==> config.mk <==
export PLATFORM = sky130hd
export DESIGN_NAME = l1_dcache_ld_resp_adapter
export DESIGN_NICKNAME = d
export VERILOG_FILES = /design/src/rtl/l1_dcache_ld_resp_adapter_pkg.sv /design/src/rtl/l1_dcache_ld_resp_adapter_ld_data_align.sv /design/src/rtl/l1_dcache_ld_resp_adapter.sv
export SDC_FILE = /design/constraint.sdc
export NUM_CORES = 1
export LEC_CHECK = 0
export BUFFER_PORTS_ARGS = -buffer_cell sky130_fd_sc_hd__clkbuf_2
export CELL_PAD_IN_SITES_DETAIL_PLACEMENT = 0
export CELL_PAD_IN_SITES_GLOBAL_PLACEMENT = 2
export CORE_ASPECT_RATIO = 0.75
export CORE_UTILIZATION = 29
export DETAILED_ROUTE_END_ITERATION = 10
export GPL_ROUTABILITY_DRIVEN = 0
export HOLD_SLACK_MARGIN = 0.03
export PLACE_DENSITY_LB_ADDON = 0.3
export SLEW_MARGIN = 20
export SYNTH_ARGS = -nofsm -noshare
export SYNTH_HDL_FRONTEND = slang
export SYNTH_HIERARCHICAL = 1
export SYNTH_SLANG_ARGS = --single-unit
==> constraint.sdc <==
create_clock -name clk -period 3.7 [get_ports clk]
set_input_delay 0.185 -clock clk [delete_from_list [all_inputs] [get_ports clk]]
set_output_delay 0.185 -clock clk [all_outputs]
set_load 0.03 [all_outputs]
==> src/rtl/l1_dcache_ld_resp_adapter_pkg.sv <==
// Shared types for the L1 dcache load response path: FSM states and load size encodings.
package l1_dcache_ld_resp_adapter_pkg;

  typedef enum logic [2:0] {
    IDLE      = 3'd0,
    WAIT_GNT  = 3'd1,
    WAIT_RESP = 3'd2,
    HOLD      = 3'd3,
    DRAIN     = 3'd4
  } ld_state_e;

  // Same encoding as the request adapter's byte-enable generator.
  typedef enum logic [1:0] {
    LD_B = 2'b00,
    LD_H = 2'b01,
    LD_W = 2'b10,
    LD_D = 2'b11
  } ld_size_e;

  localparam int unsigned LD_DATA_W = 64;

  function automatic logic [3:0] ld_size_bytes(input logic [1:0] size);
    return 4'd1 << size;
  endfunction

endpackage

==> src/rtl/l1_dcache_ld_resp_adapter_ld_data_align.sv <==
// Combinational load data extraction: shift the addressed bytes down, keep 1<<size bytes,
// sign/zero-extend, and flag accesses that run past the end of the 64-bit word.
module ld_data_align
  import l1_dcache_ld_resp_adapter_pkg::*;
(
  input  logic [LD_DATA_W-1:0] data_i,
  input  logic [1:0]           size_i,
  input  logic [2:0]           offset_i,
  input  logic                 signed_i,
  output logic [LD_DATA_W-1:0] data_o,
  output logic                 misalign_o
);

  logic [LD_DATA_W-1:0] w_shifted;
  logic [3:0]           w_nbytes;
  logic                 w_sign;
  logic [7:0]           w_fill;

  assign w_shifted  = data_i >> {offset_i, 3'b000};
  assign w_nbytes   = ld_size_bytes(size_i);
  assign misalign_o = ({1'b0, offset_i} + w_nbytes) > 4'd8;

  always_comb begin
    w_sign = 1'b0;
    case (size_i)
      LD_B:    w_sign = w_shifted[7];
      LD_H:    w_sign = w_shifted[15];
      LD_W:    w_sign = w_shifted[31];
      default: w_sign = 1'b0;
    endcase
  end

  assign w_fill = {8{signed_i & w_sign}};

  // Each lane either passes the shifted byte or carries the extension byte.
  genvar gi;
  generate
    for (gi = 0; gi < 8; gi++) begin : g_lane
      logic w_keep;
      assign w_keep = (4'(gi) < w_nbytes);
      assign data_o[8*gi +: 8] = misalign_o ? 8'h00 :
                                 (w_keep ? w_shifted[8*gi +: 8] : w_fill);
    end
  endgenerate

endmodule

==> src/rtl/l1_dcache_ld_resp_adapter.sv <==
// Tracks one outstanding dcache load from grant to response and hands the aligned
// result to writeback; handles flush, nack/replay and a response timeout.
module l1_dcache_ld_resp_adapter
  import l1_dcache_ld_resp_adapter_pkg::*;
#(
  parameter int unsigned TIMEOUT_CYC = 1023,
  parameter int unsigned RD_W        = 5
) (
  input  logic                 clk,
  input  logic                 rst,
  input  logic                 ld_req_valid_i,
  input  logic                 ld_req_gnt_i,
  input  logic [1:0]           ld_size_i,
  input  logic [2:0]           ld_offset_i,
  input  logic                 ld_signed_i,
  input  logic [RD_W-1:0]      ld_rd_i,
  input  logic                 kill_i,
  input  logic                 dmem_resp_valid_i,
  input  logic [LD_DATA_W-1:0] dmem_resp_data_i,
  input  logic                 dmem_resp_nack_i,
  input  logic                 wb_ready_i,
  output logic                 ld_req_ready_o,
  output logic                 wb_valid_o,
  output logic [LD_DATA_W-1:0] wb_data_o,
  output logic [RD_W-1:0]      wb_rd_o,
  output logic                 replay_o,
  output logic                 misalign_o,
  output logic                 timeout_o,
  output logic                 busy_o
);

  localparam int unsigned      CNT_W      = (TIMEOUT_CYC < 2) ? 1 : $clog2(TIMEOUT_CYC + 1);
  localparam logic [CNT_W-1:0] CNT_LAST   = (TIMEOUT_CYC == 0) ? '0 : CNT_W'(TIMEOUT_CYC - 1);
  localparam logic [CNT_W-1:0] CNT_MAX    = CNT_W'(TIMEOUT_CYC);
  localparam logic             TIMEOUT_EN = (TIMEOUT_CYC != 0);

  ld_state_e            r_state;
  ld_state_e            w_state_next;
  logic [1:0]           r_size;
  logic [2:0]           r_offset;
  logic                 r_signed;
  logic [RD_W-1:0]      r_rd;
  logic [LD_DATA_W-1:0] r_wb_data;
  logic                 r_misalign;
  logic                 r_replay;
  logic                 r_timeout;
  logic [CNT_W-1:0]     r_cnt;

  logic                 w_capture;
  logic                 w_load_result;
  logic                 w_replay_set;
  logic                 w_timeout_set;
  logic                 w_cnt_hit;
  logic [LD_DATA_W-1:0] w_align_data;
  logic                 w_align_misalign;

  ld_data_align u_align (
    .data_i     (dmem_resp_data_i),
    .size_i     (r_size),
    .offset_i   (r_offset),
    .signed_i   (r_signed),
    .data_o     (w_align_data),
    .misalign_o (w_align_misalign)
  );

  assign w_cnt_hit = TIMEOUT_EN && (r_cnt == CNT_LAST);

  // Priority in WAIT_RESP: kill, then nack, then response, then timeout.
  always_comb begin
    w_state_next  = r_state;
    w_capture     = 1'b0;
    w_load_result = 1'b0;
    w_replay_set  = 1'b0;
    w_timeout_set = 1'b0;
    case (r_state)
      IDLE: begin
        if (ld_req_valid_i) begin
          w_capture    = 1'b1;
          w_state_next = ld_req_gnt_i ? WAIT_RESP : WAIT_GNT;
        end
      end
      WAIT_GNT: begin
        if (kill_i) begin
          w_state_next = IDLE;
        end else if (ld_req_gnt_i) begin
          w_state_next = WAIT_RESP;
        end
      end
      WAIT_RESP: begin
        if (kill_i) begin
          w_state_next = (dmem_resp_valid_i || dmem_resp_nack_i) ? IDLE : DRAIN;
        end else if (dmem_resp_nack_i) begin
          w_replay_set = 1'b1;
          w_state_next = IDLE;
        end else if (dmem_resp_valid_i) begin
          w_load_result = 1'b1;
          w_state_next  = HOLD;
        end else if (w_cnt_hit) begin
          w_timeout_set = 1'b1;
          w_state_next  = IDLE;
        end
      end
      HOLD: begin
        if (kill_i || wb_ready_i) begin
          w_state_next = IDLE;
        end
      end
      DRAIN: begin
        if (dmem_resp_valid_i || dmem_resp_nack_i) begin
          w_state_next = IDLE;
        end
      end
      default: w_state_next = IDLE;
    endcase
  end

  always_ff @(posedge clk) begin
    if (rst) begin
      r_state    <= IDLE;
      r_size     <= 2'b00;
      r_offset   <= 3'b000;
      r_signed   <= 1'b0;
      r_rd       <= '0;
      r_wb_data  <= '0;
      r_misalign <= 1'b0;
      r_replay   <= 1'b0;
      r_timeout  <= 1'b0;
      r_cnt      <= '0;
    end else begin
      r_state  <= w_state_next;
      r_replay <= w_replay_set;
      if (w_capture) begin
        r_size   <= ld_size_i;
        r_offset <= ld_offset_i;
        r_signed <= ld_signed_i;
        r_rd     <= ld_rd_i;
      end
      if (w_load_result) begin
        r_wb_data  <= w_align_data;
        r_misalign <= w_align_misalign;
      end
      if (w_timeout_set) begin
        r_timeout <= 1'b1;
      end
      // Counter restarts on every entry into WAIT_RESP and saturates while there.
      if (w_state_next == WAIT_RESP && r_state != WAIT_RESP) begin
        r_cnt <= '0;
      end else if (r_state == WAIT_RESP && r_cnt != CNT_MAX) begin
        r_cnt <= r_cnt + 1'b1;
      end
    end
  end

  assign ld_req_ready_o = (r_state == IDLE);
  assign busy_o         = (r_state != IDLE);
  assign wb_valid_o     = (r_state == HOLD);
  assign wb_data_o      = r_wb_data;
  assign wb_rd_o        = r_rd;
  assign misalign_o     = r_misalign & wb_valid_o;
  assign replay_o       = r_replay;
  assign timeout_o      = r_timeout;

endmodule

Word level (Yosys, flattened, before mapping)
Cells that the tools add are included.
Word-level totals
  bits in registers: 91
  bits in latches: 0
  bits in writable memories: 0
  ROM bits: 0
  input port bits: 83
  output and inout bits: 75
  logic and storage cells: 86
  memories: 0
Operators by class
  add/subtract/negate cells: 2
  multiply operators: 0
  div/mod/pow operators: 0
  magnitude comparators: 9
  eq/ne operators: 10
  shift-type cells: 2
  muxes and demuxes: 41
  bitwise gates (word level): 3
  reductions and logical operators: 9
Operators with widths (number)
  $mux 8: 16
  $shr 64x6->64: 1
  $mux 3: 10
  $lt 3x4->1 const A: 4
  $pmux 3 s5: 1
  $mux 1: 12
  $add 10x1->10 const B: 1
  $eq 10x10->1 const B: 1
  $ne 10x10->1 const B: 1
  $eq 3x2->1 const B: 3
  $lt 1x4->1 const A: 2
  $lt 2x4->1 const A: 2
  $add 3x4->4: 1
  $gt 4x4->1 const B: 1
  $shl 1x2->4 const A: 1
  $eq 3x1->1 const B: 1
  $eq 3x3->1 const B: 1
  $logic_not 3->1: 1
  $ne 3x2->1 const B: 1
  $pmux 1 s3: 1
  $reduce_bool 3->1: 1
  $reduce_or 3->1: 1
  $and 1x1->1: 2
  $eq 2x1->1 const B: 1
  other kinds (7): 9

Longest topological paths before layout
Gate-level depths: netlist of the first run.
  depth after elaboration: 9
  depth in mapped cells: 14
  depth with buffers taken out: 11

Cells and area by module
Netlist of the first run, hierarchy kept.
By module, submodules not included
  l1_dcache_ld_resp_adapter: times used 1, cells an instance 423, area each 3394.5 µm², seq. area each 1821.7 µm²
  ld_data_align: times used 1, cells an instance 333, area each 2588.7 µm², seq. area each 0.0 µm²

Worst setup path after synthesis of the first run
No wires, ideal clock.
  kind: reg2reg
  start: reg r_offset[1]
  end: reg r_wb_data[38] (netlist: wb_data_o[38])
  library setup time: 0.070 ns
  arrival: 2.708 ns
  data required time: 3.630 ns
  path slack: 0.921 ns
  stages on the path, launching flop included: 14
  buffers on the path: 4
  clock period less this slack: 2.779 ns
  cells stage by stage: dfxtp_1 -> buf_4 -> buf_2 -> clkinv_1 -> clkbuf_1 -> xnor2_1 -> ha_1 -> or3_1 -> mux2i_1 -> o22ai_2 -> buf_2 -> a21oi_1 -> nand2_1 -> a21oi_1
On the way
  longest elaborated chain between the ends: 5
  elaborated cells on any way between the ends: 7
  those cells by class: 1 x add/sub; 1 x order compare; 1 x shift; 3 x mux; 1 x bitwise
RTL lines
  start, declared: line l1_dcache_ld_resp_adapter.sv:40  | logic [2:0] r_offset;
  start signal, assigned: line l1_dcache_ld_resp_adapter.sv:134  | r_offset <= ld_offset_i;
  $shr 64x6->64: line l1_dcache_ld_resp_adapter_ld_data_align.sv:19  | assign w_shifted = data_i >> {offset_i, 3'b000};
  $pmux 1 s3: line l1_dcache_ld_resp_adapter_ld_data_align.sv:25  | case (size_i)
  $and 1x1->1: line l1_dcache_ld_resp_adapter_ld_data_align.sv:33  | assign w_fill = {8{signed_i & w_sign}};
  $mux 8: line l1_dcache_ld_resp_adapter_ld_data_align.sv:42  | (w_keep ? w_shifted[8*gi +: 8] : w_fill);
  $mux 8 *: line l1_dcache_ld_resp_adapter_ld_data_align.sv:41  | assign data_o[8*gi +: 8] = misalign_o ? 8'h00 :
  via w_align_data[38]: line l1_dcache_ld_resp_adapter.sv:54  | logic [LD_DATA_W-1:0] w_align_data;
  end signal, assigned: line l1_dcache_ld_resp_adapter.sv:139  | r_wb_data <= w_align_data;
  end, declared: line l1_dcache_ld_resp_adapter.sv:43  | logic [LD_DATA_W-1:0] r_wb_data;
Mark *: on every way through the listed nets, which the timed path passes. The rest lies on a longest branch.
A chain may end at the register's enable or synchronous reset.

Worst setup path after layout of the first run
  start: reg r_size[0]
  end: reg r_wb_data[27] (netlist: wb_data_o[27])
On the way
  elaborated cells on any way between the ends: 11
  those cells by class: 1 x add/sub; 2 x order compare; 2 x eq/ne; 1 x shift; 3 x mux; 1 x bitwise; 1 x reduce/logical
RTL lines
  start, declared: line l1_dcache_ld_resp_adapter.sv:39  | logic [1:0] r_size;
  start signal, assigned: line l1_dcache_ld_resp_adapter.sv:133  | r_size <= ld_size_i;
  $shl 1x2->4: line l1_dcache_ld_resp_adapter_pkg.sv:23  | return 4'd1 << size;
  $add 3x4->4: line l1_dcache_ld_resp_adapter_ld_data_align.sv:21  | assign misalign_o = ({1'b0, offset_i} + w_nbytes) > 4'd8;
  $gt 4x4->1: line l1_dcache_ld_resp_adapter_ld_data_align.sv:21
  via w_align_misalign: line l1_dcache_ld_resp_adapter.sv:55  | logic w_align_misalign;
  $mux 8: line l1_dcache_ld_resp_adapter_ld_data_align.sv:41
  via w_align_data[27]: line l1_dcache_ld_resp_adapter.sv:54
The timed path passes the listed nets, and every way through them passes these cells.

==> results.md, run 1 <==
- Area Growth Syn to Fin: 21.4%
- Vias in the first global route: approximately 5500
- Worst-path fanout max: 26
- Grt ovf: 0
- Main combinational cell family by area after synthesis: simple AND/OR/NAND/NOR gates
- Max rail drop VDD: around 250 µV
- Effective utilization at floorplan: about 30%
- Crit path launch type: flop
- Mux cell area share after synthesis: 15.6%
- Global-route wire length before repair: between 30000 and 40000 µm
- Root buf cell: clkbuf_16
- Die height: 126 µm
- Drt via density: roughly 5.2
- Setup crit end kind: flop
- Hold Fails Final Rpt: 0
- Nets: ~970
- Final Cycle Share: roughly 85%
- Worst slew margin: between 40 and 50%
- Die X: around 170 µm
- Synth unique cells: 62
- CTS Sinks: 91
- Drt wl/cell: 19.5 µm
- Cts bufs inserted: 9
- Max Fclk: 319 MHz
- H-tree levels: 3
- Compound-cell area share of the yosys netlist: around 22%
- Adder-cell share of the synthesized area: less than 1%
- Commonest non-fill, non-tap cell in the layout: nand2_1
- Worst skew pair latency: 360 ps
- Drt initial violations: approximately 530
- Post-Synth Simple-Gate Area: a little under a quarter
- Asr flop ratio synth: 0%
- Io pins: approximately 160
- Hold Path Depth: 3
- Synth Area in XOR/XNOR: 0.732%
- R2R depth: 10
- Cells along the critical path: or2_0 -> inv_1 -> ha_1 -> ha_1 -> or3_1 -> mux2i_1 -> nor2_4 -> a311oi_1 -> nand2_1 -> a21oi_1
- Post-route setup TNS: 0 ps
- Hold Crit Start: ld_offset_i[2]
- Max Transition Viols Final: 0
- CP peak stage delay: around 540 ps
- PortBufs: 157
- DP Cell Count: 1127
- Ys flop type: dfxtp_1
- Largest net degree at the start of global routing: 66
- Hold buffers post-CTS: 0
- Routed Antenna Nets: 0
- Power Dens Cells: approximately 370 mW/mm²
- All-layer global routing usage: 21.1%
- Via count: slightly below 6000
- Crit Reg-Reg Startpoint: r_size[0]$_SDFFE_PP0P_
- Most frequent CP cell: ha_1
- Min-Delay Endpoint: r_offset[2]$_SDFFE_PP0P_
- CTS clk-pin slew, worst paths: roughly 80 ps
- N_diodes: 0
- Most frequent cells in the layout: 200 x nand2_1, 156 x clkbuf_2, 110 x a21oi_1, 88 x dfxtp_1, 36 x nor2_1
- Critical Path AT: approximately 3400 ps
- DR pass1 iterations: 5
- Status: finished, final reports clean
- FF+latch count, synth: 91
- R2r endpoint: wb_data_o[27]$_SDFFE_PP0P_
- Pre-CTS setup slack: between 600 and 700 ps
- RSZ-0062 raised after global routing: false
- Leakage power: between 2 and 3 nW
- CTS tree: yes
- Synthesized cell area: about 0.0060 mm²
- Finished Layout Cells: about 1100
- Row cnt: 45
- Crit path kind: reg2reg
- Synth Instances: ~760
- Total Wirelength: approximately 22000 µm
- Max cap viols: 0
- Post-CTS Setup Inserts: 0
- Clock Path Buffers: 2
- Worst hold path type: in2reg
- Die ar.: ~0.021 mm²
- Hpwl dp: ~16000 µm
- Area contributors post-synth: dfxtp_1 30%, nand2_1 13%, a21oi_1 9.2%
- Tmin final: 3130 ps
- Worst setup margin: 565 ps
- Share of cells above drive strength 1: a little under a third
- Clock Skews: ~11 ps
- Synth warn: 6
- Least-Margin Pin Slew: ~840 ps
- Post-synth top area cell: dfxtp_1
- # setup viols final: 0
- Slowest-stage cell, CP: dfxtp_1
- DRC: 0
- Sequential share of the synthesized area: between 30% and 40%
- Req. time, crit path: around 4000 ps
- Worst reg-to-reg setup slack: approximately 570 ps
- CTS resizes: 0
- Mapped Nets: 843
- Top-area cell type share of the netlist area: 30.4%
- Initial antenna violation count: 1
- Core Box Area: between 0.02 and 0.025 mm²
- Post-synth EDFFs: 0
- Syn avg cell area: 7.91 µm²
## flip-flops by register name (all words and copies together) (netlist names)
signal,count
wb_rd_o,5
r_signed,1
r_cnt,10
timeout_o,1
r_size,2
r_offset,3
replay_o,1
r_state,3
wb_data_o,64
r_misalign,1
## synth_stat cells, types with 7 or more instances
cell	count
a211o_1	7
a211oi_1	10
a21oi_1	110
a21oi_2	31
buf_2	18
buf_4	12
clkbuf_1	26
dfxtp_1	91
mux2_2	10
mux2i_1	32
mux4_2	21
nand2_1	200
nand3_1	10
nor2_1	36
nor2b_1	14
nor3_1	11
o21ai_0	21
## worst max-delay path: cells and delay by family, from the launching register on
kind	cells	cell delay (ps)
buf+inv	1	70
simple gates	4	890
mux	1	430
fa+ha+maj	2	540
compound gates	2	600
flops	1	540
## final cells by class
type | instances | area (µm²)
clock buffers | 10 | 250
inverters | 7 | 26.3
multi-input cells | 595 | 3800
repair buffers | 176 | 941
clock inverters | 6 | 92.6
fillers | 2227 | 13000
flip-flops and latches | 91 | 1830
well taps | 258 | 323
## logic make-up (layout without fill, tap and decap cells)
group,Yosys count,after routing
AND/OR/NAND/NOR,311,311
multiplexers,65,65
AO/OA/AOI/OAI,210,210
XOR/XNOR,5,5
buffers and inverters,70,199
adder cells (fa/ha/maj),4,4
flip-flops,91,91
## metal layers
metal  GRT usage [%]  part of all wire (%)
met4            3.94                  0.84
met3            5.09                   7.9
met2            28.7                    39
met1            32.9                    52
met5               0                 0.045
## where the power goes
| part | total (mW) | internal [mW] | switching [mW] |
|---|---|---|---|
| logic | 0.618 | 0.228 | 0.390 |
| clock network | 1.09 | 0.640 | 0.446 |
| registers | 1.01 | 0.992 | 0.0167 |
| total | 2.71 | 1.86 | 0.853 |
## worst max-delay path by stage
stage | from | end | slack, ps | cells past startpoint
after floorplan | r_offset[1]$_SDFFE_PP0P_ | wb_data_o[38]$_SDFFE_PP0P_ | 920 | 13
after global placement | r_size[0]$_SDFFE_PP0P_ | wb_data_o[27]$_SDFFE_PP0P_ | 490 | 11
after detailed placement | r_size[0]$_SDFFE_PP0P_ | wb_data_o[27]$_SDFFE_PP0P_ | 630 | 10
after CTS | r_size[0]$_SDFFE_PP0P_ | wb_data_o[27]$_SDFFE_PP0P_ | 600 | 10
after global routing | r_size[0]$_SDFFE_PP0P_ | wb_data_o[27]$_SDFFE_PP0P_ | 440 | 10
final | r_size[0]$_SDFFE_PP0P_ | wb_data_o[27]$_SDFFE_PP0P_ | 570 | 10
## metrics by stage
step	util, %	hold slack, ps	cell area [µm²]	total power, mW
finish	35.9	36.6	7260	2.71
global placement	34.2	414	6910	1.65
floorplan	-	261	5980	1.45
detailed placement	34.2	412	6920	1.65
global route	35.9	31.7	7260	2.83
CTS	35.9	30.8	7260	2.73
(Power assumes the default switching activity.)
==> run 2, diff against run 1 <==
Settings changed: CORE_UTILIZATION 29 to 27.
Clock period 3.7 ns to 2.8 ns, I/O delays scaled along.
==> results.md, run 2 (synthesis gave the netlist of run 1 again) <==
- Power Total: 3.47 mW (was 2.71 mW)
- All-layer global routing usage: 20.4% (was 21.1%)
- Via count: 6151 (was 5969)
- DRC: 0 (unchanged)
- Seq pwr share: 38.5% (was 37.2%)
- Least-Margin Pin Slew: 771 ps (was 837 ps)
- Area Growth Syn to Fin: 26.6% (was 21.4%)
- Setup crit end kind: flop (unchanged)
- Leakage power: 2.78 nW (was 2.62 nW)
- H-tree levels: 3 (unchanged)
- Slowest-stage cell, CP: nor3_4 (was dfxtp_1)
- Hold Fails Final Rpt: 0 (unchanged)
- Vias in the first global route: 5803 (was 5532)
- Req. time, crit path: 3020 ps (was 3990 ps)
- Hold Crit Start: kill_i (was ld_offset_i[2])
- Max Fclk: 381 MHz (was 319 MHz)
- R2R depth: 8 (was 10)
- Register area: 0.00183 mm² (unchanged)
- Final Cycle Share: 93.9% (was 84.7%)
- Routed Antenna Nets: 0 (unchanged)
- Max cap viols: 0 (unchanged)
- Die height: 131 µm (was 126 µm)
- CTS Sinks: 91 (unchanged)
- Max FFs per register: 64 (unchanged)
- Grt ovf: 0 (unchanged)
- Power Dens Cells: 458 mW/mm² (was 374 mW/mm²)
- Row cnt: 46 (was 45)
- Comb pwr share: 25.1% (was 22.8%)
- Cts bufs inserted: 9 (unchanged)
- Net Sw Frac: 32.1% (was 31.4%)
- Worst-path fanout max: 13 (was 26)
- Worst reg-to-reg setup slack: 170 ps (was 570 ps)
- Multi-input gate area: 0.00381 mm² (was 0.00380 mm²)
- Clock Path Buffers: 2 (unchanged)
- Nets: 1000 (was 967)
- Die ar.: 0.0228 mm² (was 0.0212 mm²)
- Share of cells above drive strength 1: 32.6% (was 31.1%)
- Worst Hold Margin: 62.0 ps (was 36.6 ps)
- Effective utilization at floorplan: 27.9% (was 29.6%)
- DR pass1 iterations: 5 (unchanged)
- Drt wl/cell: 19.0 µm (was 19.5 µm)
- # setup viols final: 0 (unchanged)
- Drt via density: 5.10 (was 5.22)
- Core Util, Final: 35.4% (was 35.9%)
- Cells along the critical path: mux4_2 -> nor2_2 -> nor2_1 -> nor3_4 -> buf_4 -> a21oi_2 -> nand2_1 -> a21oi_1 (was or2_0 -> inv_1 -> ha_1 -> ha_1 -> or3_1 -> mux2i_1 -> nor2_4 -> a311oi_1 -> nand2_1 -> a21oi_1)
- Max Transition Viols Final: 0 (unchanged)
- Io pins: 158 (unchanged)
- R2r endpoint: wb_data_o[36]$_SDFFE_PP0P_ (was wb_data_o[27]$_SDFFE_PP0P_)
- Post-route setup TNS: 0 ps (unchanged)
- Global-route wire length before repair: 35100 µm (was 33900 µm)
- Commonest non-fill, non-tap cell in the layout: nand2_1 (unchanged)
- Clock Skews: 9.41 ps (was 10.7 ps)
- CP peak stage delay: 590 ps (was 540 ps)
- Crit path max-delay family: simple AND/OR/NAND/NOR gates (unchanged)
- Crit path launch type: flop (unchanged)
- Post-CTS Setup Inserts: 0 (unchanged)
- Root buf cell: clkbuf_16 (unchanged)
- Worst hold path type: in2reg (unchanged)
- PortBufs: 157 (unchanged)
- CTS clk-pin slew, worst paths: 70 ps (was 80 ps)
- Status: finished, final reports clean (unchanged)
- Initial antenna violation count: 1 (unchanged)
- Clk network pwr share: 36.4% (was 40.0%)
- Most frequent cells in the layout: 200 x nand2_1, 157 x clkbuf_2, 110 x a21oi_1, 88 x dfxtp_1, 37 x buf_4 (was 200 x nand2_1, 156 x clkbuf_2, 110 x a21oi_1, 88 x dfxtp_1, 36 x nor2_1)
- Cell internal pwr: 2.35 mW (was 1.86 mW)
- CTS tree: yes (unchanged)
- Die X: 174 µm (was 168 µm)
- Worst skew pair latency: 350 ps (was 360 ps)
- CP Buf/Inv Count: 1 (unchanged)
- RSZ-0062 raised after global routing: false (unchanged)
- Final-layout fill cell count: 2378 (was 2227)
- Hpwl dp: 17200 µm (was 16400 µm)
- Critical Path AT: 2850 ps (was 3430 ps)
- Worst slew margin: 48.5% (was 43.7%)
- Crit Reg-Reg Startpoint: r_offset[0]$_SDFFE_PP0P_ (was r_size[0]$_SDFFE_PP0P_)
- Max rail drop VDD: 226 µV (was 253 µV)
- NetSw: 1.12 mW (was 0.853 mW)
- Core Box Area: 0.0214 mm² (was 0.0202 mm²)
- Largest net degree at the start of global routing: 79 (was 66)
- Drt initial violations: 479 (was 533)
- Min-Delay Endpoint: replay_o$_SDFF_PP0_ (was r_offset[2]$_SDFFE_PP0P_)
- Total Wirelength: 23000 µm (was 22300 µm)
- Crit path kind: reg2reg (unchanged)
- Tmin final: 2630 ps (was 3130 ps)
- Hold Path Depth: 2 (was 3)
[run 2: changes by cell type in the layout (fill, tap and decap cells not counted), sizes merged]
cell         change
bufinv           -1
diode            +1
clkbuf           +1
buf             +21
clkinv           +2
clkinvlp         -1
dlygate4sd3     +11
[run 2: worst max-delay path by stage]
stage,startpoint,endpoint,slack [ps],depth (start not counted)
3_3_place_gp,r_size[0]$_SDFFE_PP0P_,wb_data_o[7]$_SDFFE_PP0P_,2,11
3_5_place_dp,r_offset[0]$_SDFFE_PP0P_,wb_data_o[36]$_SDFFE_PP0P_,160,8
4_1_cts,r_offset[0]$_SDFFE_PP0P_,wb_data_o[36]$_SDFFE_PP0P_,140,8
5_1_grt,r_size[1]$_SDFFE_PP0P_,wb_data_o[35]$_SDFFE_PP0P_,40,13
6_report,r_offset[0]$_SDFFE_PP0P_,wb_data_o[36]$_SDFFE_PP0P_,170,8
2_1_floorplan,r_offset[1]$_SDFFE_PP0P_,wb_data_o[38]$_SDFFE_PP0P_,20,13
[run 2: area by class of cell]
cell class,instances,area share [%]
multi-input cells,595,50.3
repair buffers,209,16.5
diodes,1,0.0330
clock buffers,10,3.02
flip-flops and latches,91,24.1
clock inverters,6,0.842
well taps,288,4.76
inverters,7,0.347
[run 2: through the flow]
stage,setup slack (ps),instances,cell area (µm²)
floorplan,21.1,756,5980
global placement,1.70,1179,7150
detailed placement,157,1179,7160
CTS,141,1206,7560
global route,38.1,1206,7570
finish,172,1207,7580
[run 2: timing repair]
action,in CTS,in global routing
gates resized for setup,0,2
hold buffers,11,0
endpoints found under the setup margin,0,5
hold endpoints to repair,11,0
[run 2: per-layer routing]
| metal | up-vias | routed length, µm | GRT usage [%] | share of wire (%) |
|---|---|---|---|---|
| li1 | 2983 | - | - | - |
| met1 | 2946 | 12000 | 31.2 | 52 |
| met2 | 210 | 9260 | 28.8 | 40 |
| met3 | 12 | 1480 | 4.46 | 6.4 |
| met4 | 0 | 214 | 4.18 | 0.93 |
| met5 | - | 0 | 0 | 0 |
[run 2: power groups by stage]
stage	clock network [mW]	registers, mW	logic [mW]
finish	1.26	1.34	0.872
CTS	1.31	1.34	0.862
global placement	0	1.37	0.853
floorplan	0	1.37	0.548
detailed placement	0	1.37	0.846
global route	1.35	1.34	0.936
